===== config.mk =====
export PLATFORM = sky130hd
export DESIGN_NAME = alu_result_buffer
export DESIGN_NICKNAME = d
export VERILOG_FILES = /design/src/rtl/alu_result_buffer.sv
export SDC_FILE = /design/constraint.sdc
export NUM_CORES = 1
export LEC_CHECK = 0
export CAP_MARGIN = 15
export CORE_UTILIZATION = 24
export DETAILED_ROUTE_END_ITERATION = 12
export PLACE_DENSITY = 0.51
export REMOVE_ABC_BUFFERS = 1
export SYNTH_ARGS = -nofsm -noshare
export SYNTH_HDL_FRONTEND = slang
export SYNTH_SLANG_ARGS = --single-unit

===== constraint.sdc =====
create_clock -name clk -period 7.21 [get_ports clk]
set_input_delay 1.442 -clock clk [delete_from_list [all_inputs] [get_ports clk]]
set_output_delay 1.442 -clock clk [all_outputs]
set_load 0.01 [all_outputs]

===== src/rtl/alu_result_buffer.sv =====
// alu_result_buffer: FIFO between ALU execute and writeback/bypass arbiter.
// Holds result, flags, dest tag and active-list id; flush drops everything.
//
// Ports:
//   clk, reset               clock, synchronous active-high reset
//   flush_i                  recovery flush, clears all entries
//   in_valid_i / in_ready_o  ALU-side handshake
//   in_result_i, in_flags_i, in_dest_i, in_alid_i   payload in
//   out_valid_o / out_ready_i  writeback-side handshake
//   out_result_o, out_flags_o, out_dest_o, out_alid_o  head payload
//   count_o                  occupied entries
//   byp_valid_o, byp_tag_o, byp_data_o  same-cycle bypass of the pushed
//                            result, only when ALU_RESULT_BYPASS_EN is defined
module alu_result_buffer #(
    parameter int SIZE_DATA           = 32,
    parameter int EXECUTION_FLAGS     = 6,
    parameter int SIZE_PHYSICAL_LOG   = 7,
    parameter int SIZE_ACTIVELIST_LOG = 7,
    parameter int DEPTH               = 2
) (
    input  logic                           clk,
    input  logic                           reset,
    input  logic                           flush_i,
    input  logic                           in_valid_i,
    output logic                           in_ready_o,
    input  logic [SIZE_DATA-1:0]           in_result_i,
    input  logic [EXECUTION_FLAGS-1:0]     in_flags_i,
    input  logic [SIZE_PHYSICAL_LOG-1:0]   in_dest_i,
    input  logic [SIZE_ACTIVELIST_LOG-1:0] in_alid_i,
    output logic                           out_valid_o,
    input  logic                           out_ready_i,
    output logic [SIZE_DATA-1:0]           out_result_o,
    output logic [EXECUTION_FLAGS-1:0]     out_flags_o,
    output logic [SIZE_PHYSICAL_LOG-1:0]   out_dest_o,
    output logic [SIZE_ACTIVELIST_LOG-1:0] out_alid_o,
`ifdef ALU_RESULT_BYPASS_EN
    output logic                           byp_valid_o,
    output logic [SIZE_PHYSICAL_LOG-1:0]   byp_tag_o,
    output logic [SIZE_DATA-1:0]           byp_data_o,
`endif
    output logic [$clog2(DEPTH):0]         count_o
);

    localparam int PTR_W   = $clog2(DEPTH);
    localparam int CNT_W   = PTR_W + 1;
    localparam int ENTRY_W = SIZE_DATA + EXECUTION_FLAGS
                           + SIZE_PHYSICAL_LOG + SIZE_ACTIVELIST_LOG;
    localparam logic [CNT_W-1:0] FULL = CNT_W'(DEPTH);

    logic [ENTRY_W-1:0] mem_q [DEPTH];
    logic [ENTRY_W-1:0] head;
    logic [CNT_W-1:0]   count_q, count_d;
    logic [PTR_W-1:0]   rd_ptr_q, rd_ptr_d;
    logic [PTR_W-1:0]   wr_ptr_q, wr_ptr_d;
    logic               push, pop;

    // Readiness looks only at registered occupancy, so a full buffer
    // never accepts even when the head is leaving this cycle.
    assign in_ready_o  = (count_q != FULL);
    assign out_valid_o = (count_q != '0);
    assign count_o     = count_q;

    assign push = in_valid_i & in_ready_o;
    assign pop  = out_valid_o & out_ready_i;

    assign head = out_valid_o ? mem_q[rd_ptr_q] : '0;
    assign {out_result_o, out_flags_o, out_dest_o, out_alid_o} = head;

    always_comb begin
        count_d  = count_q;
        rd_ptr_d = rd_ptr_q;
        wr_ptr_d = wr_ptr_q;
        if (flush_i) begin
            count_d  = '0;
            rd_ptr_d = '0;
            wr_ptr_d = '0;
        end else begin
            if (push) wr_ptr_d = wr_ptr_q + PTR_W'(1);
            if (pop)  rd_ptr_d = rd_ptr_q + PTR_W'(1);
            case ({push, pop})
                2'b10:   count_d = count_q + CNT_W'(1);
                2'b01:   count_d = count_q - CNT_W'(1);
                default: count_d = count_q;
            endcase
        end
    end

    always_ff @(posedge clk) begin
        if (reset) begin
            count_q  <= '0;
            rd_ptr_q <= '0;
            wr_ptr_q <= '0;
        end else begin
            count_q  <= count_d;
            rd_ptr_q <= rd_ptr_d;
            wr_ptr_q <= wr_ptr_d;
        end
    end

    // Entry storage carries no reset; occupancy alone decides validity.
    always_ff @(posedge clk) begin
        if (push && !flush_i && !reset) begin
            mem_q[wr_ptr_q] <= {in_result_i, in_flags_i, in_dest_i, in_alid_i};
        end
    end

`ifdef ALU_RESULT_BYPASS_EN
    assign byp_valid_o = push & ~flush_i & ~reset;
    assign byp_tag_o   = byp_valid_o ? in_dest_i : '0;
    assign byp_data_o  = byp_valid_o ? in_result_i : '0;
`endif

endmodule


==> metrics <==
Worst IR Drop VDD about 0.12 mV; CP max stage cell dfxtp_4; Yosys cell types 20; vias per inst 4.04; die area between 15000 and 20000 µm²; Mapped Cells 248; first-pass GRT wire length between 10000 and 15000 µm; Combinational Power Share 0.088; top post-synthesis cells by area edfxtp_1 75%, mux2i_1 13%, nor2_1 5.1%; global route total overflow 0; Fmax ~270 MHz; overall routing resource usage 0.0979; Die Height between 100 and 150 µm; Sw Ratio 0.193; DRC viols 0; Static Leak between 1.5 and 2 nW; CTS tree done; initial antenna violation count 0; status complete, no violations; Clock Sinks between 100 and 150; Clock Tree Root clkbuf_16; post-synth top area share 0.755; GPL Wtd Cong between 0.6 and 0.7; Max Cap Violations 0; Clock Path Buffers 2; Worst Setup End Kind output pin; I/O pin total 113; die width between 100 and 150 µm; CP required 5770 ps; Final min period about 3700 ps; number of global-route vias before repair about 2.5k; clock latency on the worst-skew pair 340 ps; DR vias 2372; sequential-to-total area share from yosys stat 0.779; Fill cells between 1.5k and 2k; drt total wl between 8000 and 9000 µm; largest net degree at the start of global routing between 50 and 60; Worst setup SP type flip-flop; Hold Path Class reg -> reg; # hold bufs at CTS 0; Core Util, Final 0.351; Num CTS Buffers 9; Crit Path Class reg -> out; core area around 17000 µm²; clock power share 0.394; final setup violation count 0; clk slew on worst S/H paths ~70 ps; RSZ-0062 raised after global routing false; WP data arrival ~2300 ps; crit-path cells mux2i_1, nor2_1, clkdlybuf4s50_1; WL per Instance 14.2 µm; final setup TNS 0 ps; setup bufs post-CTS 0; post_cts resized 0; Starting Density 0.248; Starting DRT DRC Count 111; worst-path maximum fanout between 50 and 60; Synth Register Bits between 100 and 150; fin crit share 0.518; Pre-antenna DRT Iters 4; clock skew approximately 9 ps; Slew @ Worst Pin approximately 960 ps; # diodes 0; H-tree depth 3; Int Pwr about 1.1 mW; top cell type by total area after synthesis edfxtp_1; row count between 40 and 50; Routed Antenna Nets 0; dpl hpwl 5160 µm; input/output buffers 112; Fin. Hold Viols 0; Pwr per Cell Area ~240 nW/µm²; synth warn 0; syn_area_per_cell 16.7 µm²; share of cells above drive strength 1 0.0627; Net Sw Power 265 µW; Rel. slew slack 0.357; max-slew violation count 0; largest stage delay on the critical path 990 ps; cell area after synthesis between 4000 and 5000 µm²; Area Growth Syn to Fin 41.8%; share of total power in sequential cells 0.518; Final nets roughly 420
[cell usage after synthesis (all sizes together)]
cell type and number:
buf 11, or3 1, xnor2 1, inv 3, nand2 1, nand2b 1
nor2 56, mux2i 52, or2 1, xor2 2, ha 1, clkbuf 1
nor3 2, dfxtp 5, a21o 1, a21oi 2, nand3 1, o21ai 2
edfxtp 104
[power groups by stage]
stage	Sequential, mW	Clock [mW]	Combinational, mW
detailed placement	0.728	0	0.124
global placement	0.727	0	0.120
CTS	0.714	0.564	0.125
global route	0.715	0.588	0.132
floorplan	0.728	0	0.0413
finish	0.714	0.544	0.121
[metal layers]
metal  global-route usage  wire (µm)
met5                    0          0
met1                0.122       3790
met3               0.0278        472
met4               0.0473        150
met2                0.156       3920
[path summary, 6_finish.rpt]
check	slack, ps	depth (start not counted)	endpoint	start
max	3480	3	out_result_o[10]	flip-flop
min	510	2	flip-flop	rd_ptr_q
max reg2reg	5180	4	mem_q[1][27]	count_o[0]
min reg2reg	510	2	flip-flop	rd_ptr_q
[flip-flops by register name (all words and copies together) (netlist names), named ones only]
name / count
mem_q: 104
count_o: 2
rd_ptr_q: 1
wr_ptr_q: 1
[stage by stage]
| step | hold WS (ps) | cell area [µm²] | setup slack, ps | std cells | power (mW) |
|---|---|---|---|---|---|
| floorplan | 472 | 4070 | 1290 | 236 | 0.769 |
| global placement | 492 | 5510 | 3580 | 571 | 0.847 |
| detailed placement | 489 | 5540 | 3760 | 572 | 0.852 |
| CTS | 517 | 5870 | 3400 | 587 | 1.40 |
| global route | 555 | 5870 | 3290 | 587 | 1.43 |
| finish | 514 | 5870 | 3480 | 587 | 1.38 |
[layout by cell type (no fill, tap or decap), drive strengths merged, types with 3 or more instances in the layout]
cell           Yosys  layout
buf               11       4
bufinv             0       3
clkbuf             1      10
clkdlybuf4s50      0     112
dfxtp              5       5
edfxtp           104     104
inv                3       3
mux2i             52      52
nor2              56      56
[kinds of logic (layout without fill, tap and decap cells)]
| family | Yosys count | in the layout | synth area share |
|---|---|---|---|
| adder cells (fa/ha/maj) | 1 | 1 | 0.00302 |
| multiplexers | 52 | 52 | 0.126 |
| XOR/XNOR | 3 | 3 | 0.00635 |
| AND/OR/NAND/NOR | 63 | 63 | 0.0599 |
| AO/OA/AOI/OAI | 5 | 5 | 0.00665 |
| buffers and inverters | 15 | 134 | 0.0194 |
| flip-flops | 109 | 109 | 0.779 |
[worst max-delay path: cells and delay by family, from the launching register on]
kind | cells | cell delay [ps]
multiplexers | 1 | 190
buffers and inverters | 1 | 580
flip-flops | 1 | 990
AND/OR/NAND/NOR | 1 | 170
[final cells by class]
type	instances	area, µm²	area share
timing repair buffer	116	1170	0.200
sequential	109	3230	0.550
inverter	3	11.3	0.00192
clock buffer	10	229	0.0390
tap	220	275	0.0469
multi-input combinational	124	852	0.145
clock inverter	5	100	0.0171
Note: power is estimated with default switching activity, not from simulation.
==> RTL change: new RTL, config.mk and constraints unchanged <==
The parameter `SIZE_PHYSICAL_LOG` goes from 7 to 9.
--- a/src/rtl/alu_result_buffer.sv
+++ b/src/rtl/alu_result_buffer.sv
@@ -15,5 +15,5 @@
     parameter int SIZE_DATA           = 32,
     parameter int EXECUTION_FLAGS     = 6,
-    parameter int SIZE_PHYSICAL_LOG   = 7,
+    parameter int SIZE_PHYSICAL_LOG   = 9,
     parameter int SIZE_ACTIVELIST_LOG = 7,
     parameter int DEPTH               = 2
Interface: changed (resized in_dest_i and out_dest_o); port bits go from 113 to 117. No check against the original RTL was run, so the function may have changed too.
==> RTL change against the original RTL <==
Power up 24%; final area up 7.7%; sequential cell count up 4; area after synthesis up 3.7%; worst setup slack worse by 0.093 ns; wire length up 2.7%; core utilization up 1.3 points; largest cell class unchanged; highest routed layer unchanged.
==> RTL change: results (changes against the original RTL) <==
status finished, final reports clean (unchanged); proportion of synthesized area in mux cells 0.1260 (was 0.1258); layout cells sized above 1 0.09320 (was 0.06267); multi-input gates 128 (was 124); GR Util met1 0.1143 (was 0.1220); Placed Area 5718 sq um (was 5537 sq um); clk_buf instances 18 (was 10); critical path arrival 2.38 ns (was 2.29 ns); CP max-delay cell nor2_4 (was dfxtp_4); CP top delay family buffers and inverters (was flip-flops); CTS buffer count 17 (was 9); wl on met1 3643 um (was 3789 um); Tot GR Track Use 0.1013 (was 0.09790); placed insts 590 (was 572); vias per cell 3.968 (was 4.041); bufs w/o clock 121 (was 116); Synth top area share 0.7559 (was 0.7548); Sw Ratio 0.1961 (was 0.1925); grt met3 use 0.04527 (was 0.02778); Max stage delay on crit path 0.52 ns (was 0.99 ns); via count 2468 (was 2372); IO Port Bufs 116 (was 112); count of cell types in the netlist 21 (was 20); fraction of area in registers 0.5298 (was 0.5501); synth top area cells edfxtp_1, mux2i_1, nor2_1, dfxtp_1, buf_4 (was edfxtp_1, mux2i_1, nor2_1, dfxtp_1, buf_2); htree depth 4 (was 3); XOR/XNOR Fraction of Synth Area 0.006124 (was 0.006350); Post-Syn Area per Cell 16.76 sq um (was 16.68 sq um); final WL 8564 um (was 8335 um); largest net degree at the start of global routing 55 (was 53); compound-gate portion of the synthesized area 0.006416 (was 0.006653); fraction of area in multi-input gates 0.1392 (was 0.1453); Largest register FFs 108 (was 104); leakage power 2.023 nW (was 1.840 nW); slew at the pin closest to its max-slew limit 0.9861 ns (was 0.9650 ns); Worst R2R End mem_q[1][50]$_DFFE_PP_ (was mem_q[1][27]$_DFFE_PP_); top post-synthesis cells by count edfxtp_1, nor2_1, mux2i_1 (unchanged); routability cong. 0.6727 (was 0.6357); clk cell area share 0.09487 (was 0.05610); Adder-Cell Fraction of Synth Area 0.002916 (was 0.003024); setup slack, reg-to-reg 5.38 ns (was 5.18 ns); crit-path max FO 29 (was 52); number of global-route vias before repair 2625 (was 2476)
==> RTL change: cell count changes in the layout (fill, tap and decap cells not counted) <==
cell,before,now
buf_16,1,0
buf_4,3,5
bufinv_16,3,4
clkbuf_16,9,17
clkdlybuf4s50_1,112,116
clkinv_1,0,4
clkinv_2,2,4
clkinvlp_4,0,2
edfxtp_1,104,108
mux2i_1,52,54
nor2_1,55,57
==> RTL change: how the worst max path moves through the flow <==
| stage | to | startpoint | cells past startpoint |
|---|---|---|---|
| 2_1_floorplan | mem_q[0][0]$_DFFE_PP_ | flush_i | 2 |
| 3_3_place_gp | out_result_o[26] | count_o[0]$_SDFFE_PP0P_ | 4 |
| 3_5_place_dp | out_result_o[26] | count_o[0]$_SDFFE_PP0P_ | 4 |
| 4_1_cts | out_result_o[26] | count_o[0]$_SDFFE_PP0P_ | 4 |
| 5_1_grt | out_result_o[19] | count_o[0]$_SDFFE_PP0P_ | 4 |
| 6_report | out_result_o[26] | count_o[0]$_SDFFE_PP0P_ | 4 |
==> RTL change: power groups by stage <==
stage	Combinational (mW)	Clock [mW]	Sequential (mW)
3_3_place_gp	0.123	0	0.754
5_1_grt	0.133	0.899	0.742
2_1_floorplan	0.0425	0	0.755
6_report	0.122	0.845	0.741
3_5_place_dp	0.124	0	0.755
4_1_cts	0.125	0.869	0.742
==> RTL change: worst min-delay path, delay by kind of cell (launching register included) <==
kind / cells / cell delay, ns
XOR/XNOR: 1 / 0.08
AND/OR/NAND/NOR: 1 / 0.07
flip-flops: 1 / 0.32
==> RTL change: through the flow <==
stage	setup WS, ns	hold slack [ns]	utilization
CTS	3.305	0.5071	0.3640
global placement	3.772	0.4841	0.3294
finish	3.384	0.5042	0.3640
detailed placement	3.762	0.4904	0.3294
global route	3.191	0.5450	0.3640
floorplan	1.202	0.4725	-
